==> src/rtl/multicycle_control_unit.sv <==
// multicycle_control_unit
//   Sequencing FSM for a multicycle MIPS datapath. It decodes opcode/funct
//   and steps each instruction through FETCH, DECODE, EXEC, MEM and WB.
//   It stalls on ihit/dhit and halts on a wait timeout or an illegal opcode.
//
// Optional feature macro: MCU_LLSC_EN
//   Defined:   LL/SC decode as atomic load / store-conditional.
//   Undefined: LL/SC are illegal and datomic is tied to 0.
//
// Ports
//   CLK, RST                 clock, synchronous active-high reset
//   instructionOp, funct     opcode / funct fields from the IR
//   ihit, dhit               instruction / data access complete
//   zero                     ALU zero flag, used by branches in EXEC
//   iread, dread, dwrite     memory request strobes (combinational, reset-gated)
//   irEn, pcEn, regWrite     IR load, PC update, RF write (combinational, reset-gated)
//   aluCtrl, aluSrc, regDst, extension, wbSel   select fields latched in DECODE
//   pcSel                    0 = PC+4, 1 = branch, 2 = jump, 3 = jr
//   datomic                  atomic data access during MEM (LL/SC)
//   halt, timeout_err, illegal_err              sticky halt and its cause
//   state                    current FSM state, for debug

package cpu_types_pkg;
  localparam int unsigned OP_W    = 6;
  localparam int unsigned FUNC_W  = 6;
  localparam int unsigned ALUOP_W = 4;

  typedef enum logic [ALUOP_W-1:0] {
    ALU_SLL  = 4'd0,
    ALU_SRL  = 4'd1,
    ALU_ADD  = 4'd2,
    ALU_SUB  = 4'd3,
    ALU_AND  = 4'd4,
    ALU_OR   = 4'd5,
    ALU_XOR  = 4'd6,
    ALU_NOR  = 4'd7,
    ALU_SLT  = 4'd8,
    ALU_SLTU = 4'd9
  } aluop_t;

  typedef enum logic [3:0] {
    CLS_ALU     = 4'd0,
    CLS_LOAD    = 4'd1,
    CLS_STORE   = 4'd2,
    CLS_BR      = 4'd3,
    CLS_J       = 4'd4,
    CLS_JAL     = 4'd5,
    CLS_JR      = 4'd6,
    CLS_HALT    = 4'd7,
    CLS_ILLEGAL = 4'd8,
    CLS_SC      = 4'd9
  } cls_t;

  // Decoded control captured in DECODE and held for the rest of the instruction
  typedef struct packed {
    cls_t       cls;
    logic       br_eq;
    aluop_t     alu;
    logic [1:0] alu_src;
    logic [1:0] reg_dst;
    logic [1:0] ext;
    logic [2:0] wb_sel;
  } ctrl_t;

  localparam logic [5:0] OP_RTYPE = 6'h00;
  localparam logic [5:0] OP_J     = 6'h02;
  localparam logic [5:0] OP_JAL   = 6'h03;
  localparam logic [5:0] OP_BEQ   = 6'h04;
  localparam logic [5:0] OP_BNE   = 6'h05;
  localparam logic [5:0] OP_ADDI  = 6'h08;
  localparam logic [5:0] OP_ADDIU = 6'h09;
  localparam logic [5:0] OP_SLTI  = 6'h0A;
  localparam logic [5:0] OP_SLTIU = 6'h0B;
  localparam logic [5:0] OP_ANDI  = 6'h0C;
  localparam logic [5:0] OP_ORI   = 6'h0D;
  localparam logic [5:0] OP_XORI  = 6'h0E;
  localparam logic [5:0] OP_LUI   = 6'h0F;
  localparam logic [5:0] OP_LW    = 6'h23;
  localparam logic [5:0] OP_SW    = 6'h2B;
  localparam logic [5:0] OP_LL    = 6'h30;
  localparam logic [5:0] OP_SC    = 6'h38;
  localparam logic [5:0] OP_HALT  = 6'h3F;

  localparam logic [5:0] F_SLL  = 6'h00;
  localparam logic [5:0] F_SRL  = 6'h02;
  localparam logic [5:0] F_JR   = 6'h08;
  localparam logic [5:0] F_ADD  = 6'h20;
  localparam logic [5:0] F_ADDU = 6'h21;
  localparam logic [5:0] F_SUB  = 6'h22;
  localparam logic [5:0] F_SUBU = 6'h23;
  localparam logic [5:0] F_AND  = 6'h24;
  localparam logic [5:0] F_OR   = 6'h25;
  localparam logic [5:0] F_XOR  = 6'h26;
  localparam logic [5:0] F_NOR  = 6'h27;
  localparam logic [5:0] F_SLT  = 6'h2A;
  localparam logic [5:0] F_SLTU = 6'h2B;
endpackage

module multicycle_control_unit
  import cpu_types_pkg::*;
#(
  parameter int unsigned OP_W         = cpu_types_pkg::OP_W,
  parameter int unsigned FUNC_W       = cpu_types_pkg::FUNC_W,
  parameter int unsigned WAIT_TIMEOUT = 64,
  parameter int unsigned TO_CNT_W     = 8
) (
  input  logic              CLK,
  input  logic              RST,
  input  logic [OP_W-1:0]   instructionOp,
  input  logic [FUNC_W-1:0] funct,
  input  logic              ihit,
  input  logic              dhit,
  input  logic              zero,
  output logic              iread,
  output logic              dread,
  output logic              dwrite,
  output logic              irEn,
  output logic              pcEn,
  output logic              regWrite,
  output aluop_t            aluCtrl,
  output logic [1:0]        aluSrc,
  output logic [1:0]        regDst,
  output logic [1:0]        extension,
  output logic [2:0]        wbSel,
  output logic [1:0]        pcSel,
  output logic              datomic,
  output logic              halt,
  output logic              timeout_err,
  output logic              illegal_err,
  output logic [2:0]        state
);

  typedef enum logic [2:0] {
    ST_FETCH  = 3'd0,
    ST_DECODE = 3'd1,
    ST_EXEC   = 3'd2,
    ST_MEM    = 3'd3,
    ST_WB     = 3'd4,
    ST_HALTED = 3'd5
  } state_t;

  localparam int unsigned TO_LAST = (WAIT_TIMEOUT == 0) ? 0 : WAIT_TIMEOUT - 1;

  localparam logic [1:0] PC_SEL_SEQ = 2'd0;
  localparam logic [1:0] PC_SEL_BR  = 2'd1;
  localparam logic [1:0] PC_SEL_JMP = 2'd2;
  localparam logic [1:0] PC_SEL_JR  = 2'd3;

  localparam ctrl_t CTRL_RST = '{cls: CLS_ALU, br_eq: 1'b0, alu: ALU_SLL,
                                 alu_src: 2'd0, reg_dst: 2'd0, ext: 2'd0,
                                 wb_sel: 3'd0};

  state_t                state_q, state_d;
  logic [TO_CNT_W-1:0]   to_cnt_q, to_cnt_d;
  ctrl_t                 ctrl_q, dec;
  logic                  halt_q, timeout_err_q, illegal_err_q;
  logic                  iread_c, dread_c, dwrite_c, ir_en_c, pc_en_c, reg_write_c;
  logic [1:0]            pc_sel_c;
  logic                  set_timeout, set_illegal, to_expire;
  logic [5:0]            op, fn;

  assign op = 6'(instructionOp);
  assign fn = 6'(funct);

  // Opcode/funct decode into datapath selects and instruction class
  always_comb begin
    dec.cls     = CLS_ILLEGAL;
    dec.br_eq   = 1'b0;
    dec.alu     = ALU_SLL;
    dec.alu_src = 2'd0;
    dec.reg_dst = 2'd0;
    dec.ext     = 2'd0;
    dec.wb_sel  = 3'd0;
    case (op)
      OP_RTYPE: begin
        dec.cls     = CLS_ALU;
        dec.reg_dst = 2'd1;
        case (fn)
          F_SLL:          begin dec.alu = ALU_SLL; dec.alu_src = 2'd2; end
          F_SRL:          begin dec.alu = ALU_SRL; dec.alu_src = 2'd2; end
          F_JR:           dec.cls = CLS_JR;
          F_ADD, F_ADDU:  dec.alu = ALU_ADD;
          F_SUB, F_SUBU:  dec.alu = ALU_SUB;
          F_AND:          dec.alu = ALU_AND;
          F_OR:           dec.alu = ALU_OR;
          F_XOR:          dec.alu = ALU_XOR;
          F_NOR:          dec.alu = ALU_NOR;
          F_SLT:          dec.alu = ALU_SLT;
          F_SLTU:         dec.alu = ALU_SLTU;
          default:        dec.cls = CLS_ILLEGAL;
        endcase
      end
      OP_J:   dec.cls = CLS_J;
      OP_JAL: begin dec.cls = CLS_JAL; dec.reg_dst = 2'd2; dec.wb_sel = 3'd2; end
      OP_BEQ, OP_BNE: begin
        dec.cls   = CLS_BR;
        dec.br_eq = (op == OP_BEQ);
        dec.alu   = ALU_SUB;
        dec.ext   = 2'd1;
      end
      OP_ADDI, OP_ADDIU: begin
        dec.cls = CLS_ALU; dec.alu = ALU_ADD; dec.alu_src = 2'd1; dec.ext = 2'd1;
      end
      OP_SLTI: begin
        dec.cls = CLS_ALU; dec.alu = ALU_SLT; dec.alu_src = 2'd1; dec.ext = 2'd1;
      end
      OP_SLTIU: begin
        dec.cls = CLS_ALU; dec.alu = ALU_SLTU; dec.alu_src = 2'd1; dec.ext = 2'd1;
      end
      OP_ANDI: begin dec.cls = CLS_ALU; dec.alu = ALU_AND; dec.alu_src = 2'd1; end
      OP_ORI:  begin dec.cls = CLS_ALU; dec.alu = ALU_OR;  dec.alu_src = 2'd1; end
      OP_XORI: begin dec.cls = CLS_ALU; dec.alu = ALU_XOR; dec.alu_src = 2'd1; end
      // LUI bypasses the ALU: the upper-extended immediate is written back directly
      OP_LUI: begin
        dec.cls = CLS_ALU; dec.alu_src = 2'd1; dec.ext = 2'd2; dec.wb_sel = 3'd3;
      end
      OP_LW: begin
        dec.cls = CLS_LOAD; dec.alu = ALU_ADD; dec.alu_src = 2'd1; dec.ext = 2'd1;
        dec.wb_sel = 3'd1;
      end
      OP_SW: begin
        dec.cls = CLS_STORE; dec.alu = ALU_ADD; dec.alu_src = 2'd1; dec.ext = 2'd1;
      end
`ifdef MCU_LLSC_EN
      OP_LL: begin
        dec.cls = CLS_LOAD; dec.alu = ALU_ADD; dec.alu_src = 2'd1; dec.ext = 2'd1;
        dec.wb_sel = 3'd1;
      end
      // SC writes memory in MEM and then writes its success flag back in WB
      OP_SC: begin
        dec.cls = CLS_SC; dec.alu = ALU_ADD; dec.alu_src = 2'd1; dec.ext = 2'd1;
        dec.wb_sel = 3'd4;
      end
`endif
      OP_HALT: dec.cls = CLS_HALT;
      default: dec.cls = CLS_ILLEGAL;
    endcase
  end

  assign to_expire = (WAIT_TIMEOUT != 0) && (to_cnt_q == TO_CNT_W'(TO_LAST));

  // Next-state and strobe decode; the wait counter only survives in FETCH/MEM stalls
  always_comb begin
    state_d     = state_q;
    to_cnt_d    = '0;
    iread_c     = 1'b0;
    dread_c     = 1'b0;
    dwrite_c    = 1'b0;
    ir_en_c     = 1'b0;
    pc_en_c     = 1'b0;
    reg_write_c = 1'b0;
    pc_sel_c    = PC_SEL_SEQ;
    set_timeout = 1'b0;
    set_illegal = 1'b0;
    case (state_q)
      ST_FETCH: begin
        iread_c = 1'b1;
        if (ihit) begin
          ir_en_c = 1'b1;
          state_d = ST_DECODE;
        end else if (to_expire) begin
          state_d     = ST_HALTED;
          set_timeout = 1'b1;
        end else begin
          to_cnt_d = to_cnt_q + TO_CNT_W'(1);
        end
      end
      ST_DECODE: state_d = ST_EXEC;
      ST_EXEC: begin
        case (ctrl_q.cls)
          CLS_BR: begin
            pc_en_c  = 1'b1;
            pc_sel_c = (zero ~^ ctrl_q.br_eq) ? PC_SEL_BR : PC_SEL_SEQ;
            state_d  = ST_FETCH;
          end
          CLS_J:  begin pc_en_c = 1'b1; pc_sel_c = PC_SEL_JMP; state_d = ST_FETCH; end
          CLS_JR: begin pc_en_c = 1'b1; pc_sel_c = PC_SEL_JR;  state_d = ST_FETCH; end
          CLS_ALU, CLS_JAL:            state_d = ST_WB;
          CLS_LOAD, CLS_STORE, CLS_SC: state_d = ST_MEM;
          CLS_HALT:                    state_d = ST_HALTED;
          default: begin
            state_d     = ST_HALTED;
            set_illegal = 1'b1;
          end
        endcase
      end
      ST_MEM: begin
        dread_c  = (ctrl_q.cls == CLS_LOAD);
        dwrite_c = (ctrl_q.cls == CLS_STORE) || (ctrl_q.cls == CLS_SC);
        if (dhit) begin
          if (ctrl_q.cls == CLS_STORE) begin
            pc_en_c = 1'b1;
            state_d = ST_FETCH;
          end else begin
            state_d = ST_WB;
          end
        end else if (to_expire) begin
          state_d     = ST_HALTED;
          set_timeout = 1'b1;
        end else begin
          to_cnt_d = to_cnt_q + TO_CNT_W'(1);
        end
      end
      ST_WB: begin
        reg_write_c = 1'b1;
        pc_en_c     = 1'b1;
        pc_sel_c    = (ctrl_q.cls == CLS_JAL) ? PC_SEL_JMP : PC_SEL_SEQ;
        state_d     = ST_FETCH;
      end
      ST_HALTED: state_d = ST_HALTED;
      default:   state_d = ST_FETCH;
    endcase
  end

  // State, wait counter, decoded control and sticky flags
  always_ff @(posedge CLK) begin
    if (RST) begin
      state_q       <= ST_FETCH;
      to_cnt_q      <= '0;
      ctrl_q        <= CTRL_RST;
      halt_q        <= 1'b0;
      timeout_err_q <= 1'b0;
      illegal_err_q <= 1'b0;
    end else begin
      state_q       <= state_d;
      to_cnt_q      <= to_cnt_d;
      if (state_q == ST_DECODE) ctrl_q <= dec;
      halt_q        <= (state_d == ST_HALTED);
      timeout_err_q <= timeout_err_q | set_timeout;
      illegal_err_q <= illegal_err_q | set_illegal;
    end
  end

`ifdef MCU_LLSC_EN
  logic atomic_q;

  // LL/SC flag captured alongside the other decoded fields
  always_ff @(posedge CLK) begin
    if (RST) begin
      atomic_q <= 1'b0;
    end else if (state_q == ST_DECODE) begin
      atomic_q <= (op == OP_LL) || (op == OP_SC);
    end
  end

  assign datomic = ~RST & (state_q == ST_MEM) & atomic_q;
`else
  assign datomic = 1'b0;
`endif

  // Strobes are forced low during reset so nothing leaks before the state settles
  assign iread       = iread_c     & ~RST;
  assign dread       = dread_c     & ~RST;
  assign dwrite      = dwrite_c    & ~RST;
  assign irEn        = ir_en_c     & ~RST;
  assign pcEn        = pc_en_c     & ~RST;
  assign regWrite    = reg_write_c & ~RST;
  assign pcSel       = RST ? PC_SEL_SEQ : pc_sel_c;

  assign aluCtrl     = ctrl_q.alu;
  assign aluSrc      = ctrl_q.alu_src;
  assign regDst      = ctrl_q.reg_dst;
  assign extension   = ctrl_q.ext;
  assign wbSel       = ctrl_q.wb_sel;
  assign halt        = halt_q;
  assign timeout_err = timeout_err_q;
  assign illegal_err = illegal_err_q;
  assign state       = state_q;

endmodule
==> config.mk <==
export PLATFORM = sky130hd
export DESIGN_NAME = multicycle_control_unit
export DESIGN_NICKNAME = d
export VERILOG_FILES = /design/src/rtl/multicycle_control_unit.sv
export SDC_FILE = /design/constraint.sdc
export NUM_CORES = 1
export LEC_CHECK = 0
export CAP_MARGIN = 20
export CORE_UTILIZATION = 50
export CTS_CLUSTER_SIZE = 14
export DETAILED_ROUTE_END_ITERATION = 8
export HOLD_SLACK_MARGIN = 0.03
export PLACE_DENSITY = 0.79
export SYNTH_ARGS = -nofsm -noshare
export SYNTH_HDL_FRONTEND = slang
export SYNTH_SLANG_ARGS = --single-unit
==> constraint.sdc <==
create_clock -name CLK -period 2.3 [get_ports CLK]
set_input_delay 0.575 -clock CLK [delete_from_list [all_inputs] [get_ports CLK]]
set_output_delay 0.575 -clock CLK [all_outputs]
set_load 0.05 [all_outputs]
* Word-level counts from Yosys, hierarchy flattened
Cells that the tools add are included.
Widths: inputs -> output; s select.
** Word-level totals
- Register bits after elaboration :: 32
- Output and inout bits :: 28
- Input port bits :: 17
** Cells by class
- Muxes and demuxes :: 41
- Bitwise logic cells :: 10
- Equal/unequal tests :: 42
- Add/subtract/negate cells :: 1
- Reductions and logical operators :: 18
** Operators by type and width (number)
- $eq 6x6->1 const B :: 13
- $pmux 4 s8 :: 2
- $eq 6x4->1 const B :: 9
- $pmux 4 s9 :: 1
- $mux 8 :: 3
- $eq 6x2->1 const B :: 3
- $eq 4x3->1 const B :: 4
- $mux 1 :: 16
- $pmux 2 s2 :: 4
- $pmux 8 s2 :: 1
- $reduce_or 8->1 :: 2
- $pmux 3 s5 :: 1
- $eq 6x3->1 const B :: 2
- $logic_not 6->1 :: 2
- $mux 3 :: 4
- $pmux 2 s3 :: 2
- $reduce_or 12->1 :: 1
- $reduce_or 10->1 :: 1
- $reduce_or 2->1 :: 5
- $eq 3x3->1 const B :: 3
- $pmux 3 s3 :: 1
- $reduce_or 9->1 :: 1
- $add 8x1->8 const B :: 1
- $eq 4x2->1 const B :: 2
- 18 further kinds :: 28

* Longest topological paths before layout
- Depth after elaboration :: 5
- Gate-level depth with buffers :: 7
- Mapped depth without buffers :: 5

* Worst setup path after synthesis
No wires, ideal clock.
- Path kind :: register to output
- From :: reg state_q[0] (netlist: state[0])
- To :: out irEn
- Buffers on the path :: 1
- Data arrival time :: 2.984 ns
- Setup slack :: -1.259 ns
- Stages on the path, launching flop included :: 4
- Required time :: 1.725 ns
- Path through :: dfxtp_1 -> clkbuf_1 -> nor4_1 -> and2_1
** Between the ends
- Word-level cells in the longest chain between the ends :: 3
** RTL lines
- start: declaration :: line 153 : state_t state_q, state_d;
- start signal: assignment :: line 325 : state_q <= state_d;
- $logic_not 3->1 :: line 255 : case (state_q)
- $mux 1 :: line 255
- $and 1x1->1 :: line 355 : assign irEn = ir_en_c & ~RST;
- end: declaration :: line 117 : output logic irEn,
No other way between the ends.

* Final worst setup path
- From :: in RST
- To :: out dread
** Between the ends
- Word-level cells in the longest chain between the ends :: 2
** RTL lines
- start: declaration :: line 108 : input logic RST,
- $not 1->1 :: line 353 : assign dread = dread_c & ~RST;
- $and 1x1->1 :: line 353
- end: declaration :: line 115 : output logic dread,
No other way between the ends.

==> qor.csv <==
stage,metric,value,unit
outcome,status,completed,
global_route,grt_use_total,24.5,%
synth,ys_warn_count,0,
pwr,power_frac_seq,35.4,%
place,io_buffers,42,
timing,skew,0.00733,ns
setup_path,path_class,in2out,
synth,seq_area_frac_synth,30.8,%
synth,netlist.area_leader.share,30.8,%
layout,seq_area,629,sq um
clocking,tritoncts,done,
die,die_h,65.4,um
global_route,grt_max_degree,20,
timing,worst_slack,0.0590,ns
synth,synth_edf_count,0,
global_route,grt_util_met1,32.8,%
pwr,swShare,32.5,%
routing,drt_iter0_drc,159,
setup_path,rr_startpoint,state[0]$_SDFF_PP0_,
layout,finalNetCount,324,
timing,final_max_slew_viol_count,0,
die,coreArea,3770,sq um
clocking,numCtsBuffers,5,
synth,synthFlopType,dfxtp_1,
setup_path,end_kind,output pin,
min_path,min_from,aluCtrl[1]$_SDFFE_PP0P_,
setup_path,critPathLaunch,RST,
die,start_util,53.4,%
layout,fillers,271,
setup_path,arrival,1.67,ns
clocking,holdBufCountCts,0,
layout,fin_util,74.1,%
timing,grt_setup_unrepaired,false,
place,place_ws,-0.243,ns
routing,dr.pass1.iters,4,
routing,vias,2032,
clocking,clk_pin_slew,0.06,ns
pwr,p_total,1.69,mW
timing,finalHoldViolCount,0,
setup_path,start_kind,primary input,
synth,syn_area_per_cell,7.71,sq um
die,fp.dieArea,4280,sq um
clocking,clock_latency,0.29,ns
timing,hold_ws,0.457,ns
pwr,p_leak,1.02,nW
layout,drive_above_1_share,21.5,%
timing,relSlewSlack,62.8,%
setup_path,cp_max_fo,2,
pwr,internal_power,1.14,mW
timing,clock.fmax,0.446,GHz
global_route,grt_pass1_vias,1790,
layout,diodes,0,
global_route,grt_pass1_wl,8.09,mm
global_route,use_met2,37.9,%
timing,timing.final.crit_share,97.4,%
setup_path,required,1.73,ns
clocking,cts.sinks,31,
clocking,htreeDepth,2,
setup_path,rr_worst_depth,7,
synth,synth_seq_cells,31,
routing,viasPerCell,5.72,
routing,wirelength,4.88,mm
pwr,power_switching,0.548,mW
die,ios,45,
pwr,p_clk_share,33.5,%
clocking,ctsRootBufferMaster,clkbuf_8,
place,routabilityCongestion,0.884,
global_route,gr-total-overflow,0,
synth,yosys.area.top_type,dfxtp_1,
min_path,hold_path_class,reg2reg,
place,dpl.hpwl,3.54,mm
routing,drc_errors,0,
synth,async_reset_ff_share,0,%
global_route,grt-busiest-layer,met2,
layout,area_growth,38.9,%
synth,synthTopCellsByArea,"dfxtp_1, nor2_1, buf_4",
clocking,clockBufferDepth,2,
timing,worst_slew_pin_slew,0.558,ns
die,die_w,65.4,um
global_route,antenna_found_initial,0,
timing,setup_viol,0,
min_path,hold_depth,2,
routing,wl_per_cell,13.7,um
global_route,met3_usage,5.56,%
synth,syn_area,2010,sq um
pwr,p_per_area,604,nW/um^2
timing,min_period,2.24,ns
die,row_count,22,
pwr,ir_drop,436,uV
routing,ant_nets,0,
synth,yosysUniqueCellTypes,56,
layout,multiInputGateArea,1230,sq um
pwr,pwr-share-comb,31.1,%
run,cap_violations,0,
synth,syn_inst,261,
[path summary, 6_finish.rpt]
path | to | slack [ns]
min reg2reg | aluCtrl[1]$_SDFFE_PP0P_ | 0.46
min | aluCtrl[1]$_SDFFE_PP0P_ | 0.46
max reg2reg | aluCtrl[3]$_SDFFE_PP0P_ | 0.41
max | dread | 0.06
[cell type report]
| cell class | count | area share [%] |
|---|---|---|
| sequential | 31 | 22.5 |
| timing repair buffer | 70 | 25.6 |
| clock inverter | 2 | 1.25 |
| inverter | 10 | 1.34 |
| tap | 48 | 2.15 |
| clock buffer | 6 | 2.95 |
| multi-input combinational | 188 | 44.2 |
[sequential cells by signal, summed over array words and instances (netlist names)]
name / flops
aluCtrl: 4
ctrl_q: 5
to_cnt_q: 8
extension: 2
regDst: 2
timeout_err: 1
illegal_err: 1
aluSrc: 2
state: 3
wbSel: 2
halt: 1
[placed cells by master, fill, tap and decap left out, drive strengths merged, types with 3 or more instances in the layout]
cell / n
nand2b: 10
clkbuf: 6
nand3: 8
and3: 3
a31oi: 4
nand2: 16
o21ai: 15
nand4b: 4
nor3: 9
o21a: 4
inv: 10
a221oi: 3
nor2: 38
buf: 36
a21oi: 11
xor2: 5
xnor2: 3
clkdlybuf4s50: 31
dfxtp: 31
a22oi: 4
a211oi: 4
nor4: 6
nor2b: 4
[synth_stat cells (all sizes together), types with 3 or more instances]
cell type / instances
a31oi: 4
xor2: 5
a22oi: 4
a221oi: 3
nand3: 8
nand2b: 10
nand4b: 4
clkbuf: 10
nor2: 38
buf: 23
inv: 10
dfxtp: 31
a21oi: 11
o21ai: 15
nor4: 6
xnor2: 3
o21a: 4
nand2: 16
a211oi: 4
nor2b: 4
nor3: 9
and3: 3
[critical path: stages]
cell	delay [ns]
clkdlybuf4s15_1	0.20
or4_4	0.57
nor3_4	0.17
buf_12	0.16
[metrics by stage]
stage               instances  instance area [sq um]  setup TNS [ns]
CTS                       348                   2730               0
floorplan                 262                   2090          -0.148
global route              355                   2800               0
detailed placement        340                   2610          -0.923
global placement          340                   2610          -0.879
finish                    355                   2800               0
[metal layers]
metal	vias up	share of wire, %
li1	1003	-
met1	949	46
met2	70	47
met3	10	5.6
met4	0	1.8
met5	-	0
[what timing repair did]
| action | 4_1_cts | 5_1_grt |
|---|---|---|
| gates resized for setup | 8 | 4 |
| buffers inserted | 0 | 7 |
| gates cloned | 0 | 0 |
| setup endpoints to repair | 6 | 2 |
| pin swaps | 6 | 2 |
[logic make-up after synthesis]
kind of cell	count (synthesis)	share of synthesized area [%]
simple gates	112	30.8
compound gates	64	21.8
buf+inv	43	11.8
flops	31	30.8
xor+xnor	8	3.48
fa+ha+maj	1	0.622
other cells	1	0.186
mux	1	0.498
[power by group through the flow]
stage	Combinational [mW]	Clock, mW	Sequential (mW)
after floorplan	0.315	0	0.615
after global placement	0.476	0	0.606
after detailed placement	0.482	0	0.608
after CTS	0.487	0.571	0.597
after global routing	0.565	0.604	0.605
final	0.525	0.565	0.599
Power figures use the tool's default switching activity.
